**src/rtl/draw_pkg.sv**
```systemverilog
// Shared types and constants for the frame draw path.
package draw_pkg;

    localparam int unsigned CORDW = 11;

    typedef enum logic [1:0] {
        IDLE  = 2'd0,
        CLEAR = 2'd1,
        DRAW  = 2'd2
    } sched_state_t;

endpackage

```
**src/rtl/draw_sched_if.sv**
```systemverilog
// Handshake bundle between the frame scheduler and its environment.
interface draw_sched_if #(
    parameter int unsigned DROPW = 8
) ();
    logic             sched_en;
    logic             frame_start;
    logic             clear_start;
    logic             clear_done;
    logic             screen_refresh;
    logic             screen_done;
    logic             front_buf;
    logic             back_buf;
    logic             busy;
    logic [DROPW-1:0] drop_cnt;
    logic             err;

    modport master (
        input  sched_en, frame_start, clear_done, screen_done,
        output clear_start, screen_refresh, front_buf, back_buf, busy, drop_cnt, err
    );

    modport slave (
        output sched_en, frame_start, clear_done, screen_done,
        input  clear_start, screen_refresh, front_buf, back_buf, busy, drop_cnt, err
    );
endinterface

```
**src/rtl/draw_sched_wdog.sv**
```systemverilog
// Phase watchdog: counts cycles spent in CLEAR or DRAW and flags the limit.
module sched_wdog #(
    parameter int unsigned     TOW     = 24,
    parameter logic [TOW-1:0]  TIMEOUT = TOW'(2_000_000)
) (
    input  logic clk,
    input  logic rstn,
    input  logic restart_i,
    input  logic run_i,
    output logic timeout_c
);
    logic [TOW-1:0] cnt_q, cnt_d;

    always_comb begin
        cnt_d = cnt_q;
        if (restart_i) begin
            cnt_d = '0;
        end else if (run_i) begin
            cnt_d = cnt_q + TOW'(1);
        end
    end

    always_ff @(posedge clk or negedge rstn) begin
        if (!rstn) begin
            cnt_q <= '0;
        end else begin
            cnt_q <= cnt_d;
        end
    end

    // Fires during the TIMEOUT-th cycle of a phase.
    assign timeout_c = run_i && (cnt_q == (TIMEOUT - TOW'(1)));
endmodule

```
**src/rtl/draw_sched.sv**
```systemverilog
// Per-frame clear/draw/swap sequencer with double-buffer select and drop counter.
// Optional watchdog abort enabled by defining SCHED_WDOG_EN.
module draw_sched
    import draw_pkg::*;
#(
    parameter int unsigned    DROPW   = 8,
    parameter int unsigned    TOW     = 24,
    parameter logic [TOW-1:0] TIMEOUT = TOW'(2_000_000)
) (
    input  logic           clk,
    input  logic           rstn,
    draw_sched_if.master   bus
);
    sched_state_t     state_q, state_d;
    logic             front_q, front_d;
    logic             back_q;
    logic             fresh_q, fresh_d;
    logic             clear_start_q, clear_start_d;
    logic             refresh_q, refresh_d;
    logic             busy_q;
    logic [DROPW-1:0] drop_q, drop_d;
    logic             err_q, err_d;
    logic             timeout_c;

`ifdef SCHED_WDOG_EN
    logic restart_c;
    assign restart_c = (state_d != state_q) && (state_d != IDLE);

    sched_wdog #(
        .TOW     (TOW),
        .TIMEOUT (TIMEOUT)
    ) u_wdog (
        .clk       (clk),
        .rstn      (rstn),
        .restart_i (restart_c),
        .run_i     (state_q != IDLE),
        .timeout_c (timeout_c)
    );
`else
    logic unused_wdog_cfg;
    assign unused_wdog_cfg = ^{TIMEOUT, TOW[0]};
    assign timeout_c       = 1'b0;
`endif

    // Next-state and output decode; a real done pulse wins over a timeout.
    always_comb begin
        state_d       = state_q;
        front_d       = front_q;
        fresh_d       = fresh_q;
        clear_start_d = 1'b0;
        refresh_d     = 1'b0;
        drop_d        = drop_q;
        err_d         = err_q;

        if ((state_q != IDLE) && bus.frame_start && (drop_q != '1)) begin
            drop_d = drop_q + DROPW'(1);
        end

        case (state_q)
            IDLE: begin
                if (bus.frame_start && bus.sched_en) begin
                    if (fresh_q) begin
                        front_d = ~front_q;
                        fresh_d = 1'b0;
                    end
                    clear_start_d = 1'b1;
                    state_d       = CLEAR;
                end
            end
            CLEAR: begin
                if (bus.clear_done) begin
                    refresh_d = 1'b1;
                    state_d   = DRAW;
                end else if (timeout_c) begin
                    err_d   = 1'b1;
                    state_d = IDLE;
                end
            end
            DRAW: begin
                if (bus.screen_done) begin
                    fresh_d = 1'b1;
                    state_d = IDLE;
                end else if (timeout_c) begin
                    err_d   = 1'b1;
                    state_d = IDLE;
                end
            end
            default: state_d = IDLE;
        endcase
    end

    always_ff @(posedge clk or negedge rstn) begin
        if (!rstn) begin
            state_q       <= IDLE;
            front_q       <= 1'b0;
            back_q        <= 1'b1;
            fresh_q       <= 1'b0;
            clear_start_q <= 1'b0;
            refresh_q     <= 1'b0;
            busy_q        <= 1'b0;
            drop_q        <= '0;
            err_q         <= 1'b0;
        end else begin
            state_q       <= state_d;
            front_q       <= front_d;
            back_q        <= ~front_d;
            fresh_q       <= fresh_d;
            clear_start_q <= clear_start_d;
            refresh_q     <= refresh_d;
            busy_q        <= (state_d != IDLE);
            drop_q        <= drop_d;
            err_q         <= err_d;
        end
    end

    assign bus.clear_start    = clear_start_q;
    assign bus.screen_refresh = refresh_q;
    assign bus.front_buf      = front_q;
    assign bus.back_buf       = back_q;
    assign bus.busy           = busy_q;
    assign bus.drop_cnt       = drop_q;
    assign bus.err            = err_q;
endmodule

```
**src/flat_wrapper.sv**
```systemverilog
// flat-port wrapper written by rule: the top's interface ports become plain ports
module draw_sched_flat import draw_pkg::*;
#(
    parameter int unsigned    DROPW   = 8,
    parameter int unsigned    TOW     = 24,
    parameter logic [TOW-1:0] TIMEOUT = TOW'(2_000_000)
)
  (clk, rstn, bus_sched_en, bus_frame_start, bus_clear_done, bus_screen_done, bus_clear_start, bus_screen_refresh, bus_front_buf, bus_back_buf, bus_busy, bus_drop_cnt, bus_err);
  draw_sched_if #(.DROPW(DROPW)) bus_i ();
  input  logic clk;
  input  logic rstn;
  input wire logic [$bits(bus_i.sched_en)-1:0] bus_sched_en;
  input wire logic [$bits(bus_i.frame_start)-1:0] bus_frame_start;
  input wire logic [$bits(bus_i.clear_done)-1:0] bus_clear_done;
  input wire logic [$bits(bus_i.screen_done)-1:0] bus_screen_done;
  output wire logic [$bits(bus_i.clear_start)-1:0] bus_clear_start;
  output wire logic [$bits(bus_i.screen_refresh)-1:0] bus_screen_refresh;
  output wire logic [$bits(bus_i.front_buf)-1:0] bus_front_buf;
  output wire logic [$bits(bus_i.back_buf)-1:0] bus_back_buf;
  output wire logic [$bits(bus_i.busy)-1:0] bus_busy;
  output wire logic [$bits(bus_i.drop_cnt)-1:0] bus_drop_cnt;
  output wire logic [$bits(bus_i.err)-1:0] bus_err;
  assign bus_i.sched_en = bus_sched_en;
  assign bus_i.frame_start = bus_frame_start;
  assign bus_i.clear_done = bus_clear_done;
  assign bus_i.screen_done = bus_screen_done;
  assign bus_clear_start = bus_i.clear_start;
  assign bus_screen_refresh = bus_i.screen_refresh;
  assign bus_front_buf = bus_i.front_buf;
  assign bus_back_buf = bus_i.back_buf;
  assign bus_busy = bus_i.busy;
  assign bus_drop_cnt = bus_i.drop_cnt;
  assign bus_err = bus_i.err;
  draw_sched #(.DROPW(DROPW), .TOW(TOW), .TIMEOUT(TIMEOUT)) u_core (.clk(clk), .rstn(rstn), .bus(bus_i));
endmodule
```
**config.mk**
```make
export PLATFORM = sky130hd
export DESIGN_NAME = draw_sched_flat
export DESIGN_NICKNAME = d
export VERILOG_FILES = /design/src/rtl/draw_pkg.sv /design/src/rtl/draw_sched_if.sv /design/src/rtl/draw_sched_wdog.sv /design/src/rtl/draw_sched.sv /design/src/flat_wrapper.sv
export SDC_FILE = /design/constraint.sdc
export NUM_CORES = 1
export LEC_CHECK = 0
export ABC_AREA = 0
export CAP_MARGIN = 20
export CORE_MARGIN = 2
export CORE_UTILIZATION = 38
export CTS_BUF_LIST = sky130_fd_sc_hd__clkbuf_8 sky130_fd_sc_hd__clkbuf_16
export CTS_CLUSTER_DIAMETER = 60
export CTS_CLUSTER_SIZE = 14
export DETAILED_ROUTE_END_ITERATION = 12
export HOLD_SLACK_MARGIN = 0.06
export PLACE_DENSITY_LB_ADDON = 0.3
export SYNTH_ARGS = -nofsm -noshare
export SYNTH_HDL_FRONTEND = slang
export SYNTH_SLANG_ARGS = --single-unit
```
**constraint.sdc**
```tcl
create_clock -name clk -period 1.4 [get_ports clk]
set_input_delay 0.21 -clock clk [delete_from_list [all_inputs] [get_ports clk]]
set_output_delay 0.21 -clock clk [all_outputs]
set_load 0.05 [all_outputs]
```
==> flow_summary.yaml <==
status:
  status: "finished clean"
timing:
  setup_tns_ps: 0
  min_period_over_period: 0.962
  hold_slack_ps: 274
  fin_skew_ps: 4.20
  hold_viol_final: 0
  layout_min_cycle_time_ps: 1350
  fmax_mhz: 742
  maxSlewViolCount: 0
  finalSetupViolCount: 0
floorplan:
  die_height_um: 47.1
  core_region_area_um2: 1750
  io_pins: 20
  die_area_um2: 2220
  core.rowCount: 15
  die_w_um: 47.1
  initial_core_util: 0.404
route:
  wirelength_mm: 1.53
  viasPerCell: 4.53
  ant_nets: 0
  dr.pass1.iters: 4
  post_drt_wl_per_cell_um: 12.6
  drt_iter0_drc: 2
  drc_errors: 0
  vias: 553
cells_and_area:
  syn2layout_area_growth_pct: 70.6
  stdcell_count: 122
  drive_above_1_share: 0.464
  nets: 105
  multiInputGateArea_um2: 290
  num-fill-cells: 140
  diodes: 0
  seqCellArea_um2: 410
setup_path:
  required_ps: 1530
  timing.rr.start: "u_core.bus.drop_cnt[5]$_DFFE_PN0P_"
  critPathMaxFanout: 5
  crit_start: "u_core.bus.drop_cnt[5]$_DFFE_PN0P_"
  end_kind: "flip-flop"
  worstPathArrival_ps: 1480
  path_class: "reg2reg"
  start_kind: "flip-flop"
pwr:
  peakVddDrop_mv: 1.27
  power_density_nw_per_um2: 2150
  total_leakage_power_nw: 0.551
  finalPower_mw: 2.59
global_route:
  grt_pass1_vias: 548
  grt_antenna_before_repair: 0
  grt_max_degree: 17
  grtUsageTotal: 0.168
  grt-ovfl-total: 0
  grt_pass1_wl_mm: 2.44
logic_synthesis:
  ys_seq_area_frac: 0.569
  synth_area_um2: 706
  synth_top_cell_area_share: 0.532
  yosys-top-cells-area: "dfrtp_1 (53%), xnor2_1 (5.0%), dfstp_2 (3.7%)"
  synthArstFlopShare: 1.00
  synth_edf_count: 0
  synthTopCellsByCount: "dfrtp_1 (15), nor2_1 (7), nand2_1 (5)"
  synth_warnings: 0
  synth_cell_types: 24
  synth_nets: 70
  yosysTopAreaCell: "dfrtp_1"
  synth_cells: 63
  yosysMostFrequentCell: "dfrtp_1"
  synth_area_per_cell_um2: 11.2
  synth_flop_cell: "dfrtp_1"
  ys_seq_elements: 16
clock_tree:
  ctsResizeCount: 0
  cts_setup_buffers: 0
  clock_sinks: 16
  cts_root_buf: "clkbuf_8"
  clockBufferDepth: 2
  cts-hold-fix-buffers: 0
  htree_levels: 1
  clk_pin_slew_ps: 60
  cts-buffers-inserted: 3
  cts_tree: "done"
  insertion_delay_ps: 250
placement:
  port-buffer-count: 18
  gp_congestion: 0.694
  post-place-cells: 113
  place_hpwl_mm: 1.15
flow_run:
  drv_cap: 0
worst_hold_path:
  hold_path.class: "in2async"
[cell usage in the layout, fill, tap and decap left out, drive strengths merged]
cell type      netlist  routed
clkdlybuf4s50        0       5
o21ai                2       2
nor2                 7       7
clkbuf               0       3
dfrtp               15      15
a32o                 1       1
nand2b               2       2
o2111ai              1       1
and4                 1       1
dfstp                1       1
nand4                2       2
ha                   1       1
xor2                 1       1
nand3                4       4
nand2                6       6
o21a                 1       1
a21oi                3       3
conb                 1       1
inv                  5       6
mux2                 3       3
xnor2                4       4
buf                  1      26
nor3                 1       1
[registers in the layout, summed over array words and instances (netlist names)]
register	flops
u_core.state_q	2
u_core.bus.front_buf	1
u_core.bus.back_buf	1
u_core.bus.drop_cnt	8
u_core.bus.screen_refresh	1
u_core.bus.busy	1
u_core.fresh_q	1
u_core.bus.clear_start	1
[worst max-delay path: stages, from the launching register on]
cell and delay (ps):
dfrtp_2 430, and4_1 250, nand4_2 140, nand2_2 120
mux2_4 300
[logic make-up (layout without fill, tap and decap cells)]
family | count (synthesis) | count (layout) | synth area share
AO/OA/AOI/OAI | 8 | 8 | 0.0745
XOR/XNOR | 5 | 5 | 0.0621
adder cells (fa/ha/maj) | 1 | 1 | 0.0177
buffers and inverters | 6 | 40 | 0.0372
flip-flops | 16 | 16 | 0.569
multiplexers | 3 | 3 | 0.0532
other | 1 | 1 | 0.00531
AND/OR/NAND/NOR | 23 | 23 | 0.181
[metal layers]
layer | GRT usage | part of all wire | vias up
met3 | 0.0346 | 0.023 | 4
met1 | 0.201 | 0.43 | 259
met5 | 0 | 0 | -
met4 | 0.117 | 0.018 | 0
li1 | - | - | 279
met2 | 0.268 | 0.53 | 11
[power breakdown]
| group | total, mW | switching (mW) | internal [mW] |
|---|---|---|---|
| Combinational | 1.43 | 0.684 | 0.744 |
| Sequential | 0.819 | 0.187 | 0.632 |
| Clock | 0.341 | 0.147 | 0.194 |
| Total | 2.59 | 1.02 | 1.57 |
[metrics by stage]
step           setup slack (ps)  area (um^2)   util
2_1_floorplan             -48.0          727      -
3_3_place_gp               -150         1120  0.642
3_5_place_dp               -182         1120  0.642
4_1_cts                    34.0         1170  0.668
5_1_grt                   -9.34         1200  0.690
6_report                   53.2         1200  0.690
[final timing paths]
check                      cells after the start                                 end  slack (ps)
setup / recovery                               4  u_core.bus.drop_cnt[1]$_DFFE_PN0P_          50
hold reg to reg                                1          u_core.fresh_q$_DFFE_PN0P_         510
min in group clk                               1          u_core.fresh_q$_DFFE_PN0P_         510
hold / removal                                 2  u_core.bus.drop_cnt[6]$_DFFE_PN0P_         270
max in group asynchronous                      2       u_core.bus.back_buf$_DFF_PN1_         880
setup reg to reg                               4  u_core.bus.drop_cnt[1]$_DFFE_PN0P_          50
[final cells by class]
| cell class | count | share of cell area |
|---|---|---|
| Clock buffer | 3 | 0.0343 |
| Clock inverter | 1 | 0.00312 |
| Inverter | 5 | 0.0156 |
| Multi-Input combinational cell | 41 | 0.241 |
| Sequential cell | 16 | 0.341 |
| Tap cell | 25 | 0.0260 |
| Timing Repair Buffer | 31 | 0.339 |
(Power assumes the default switching activity.)
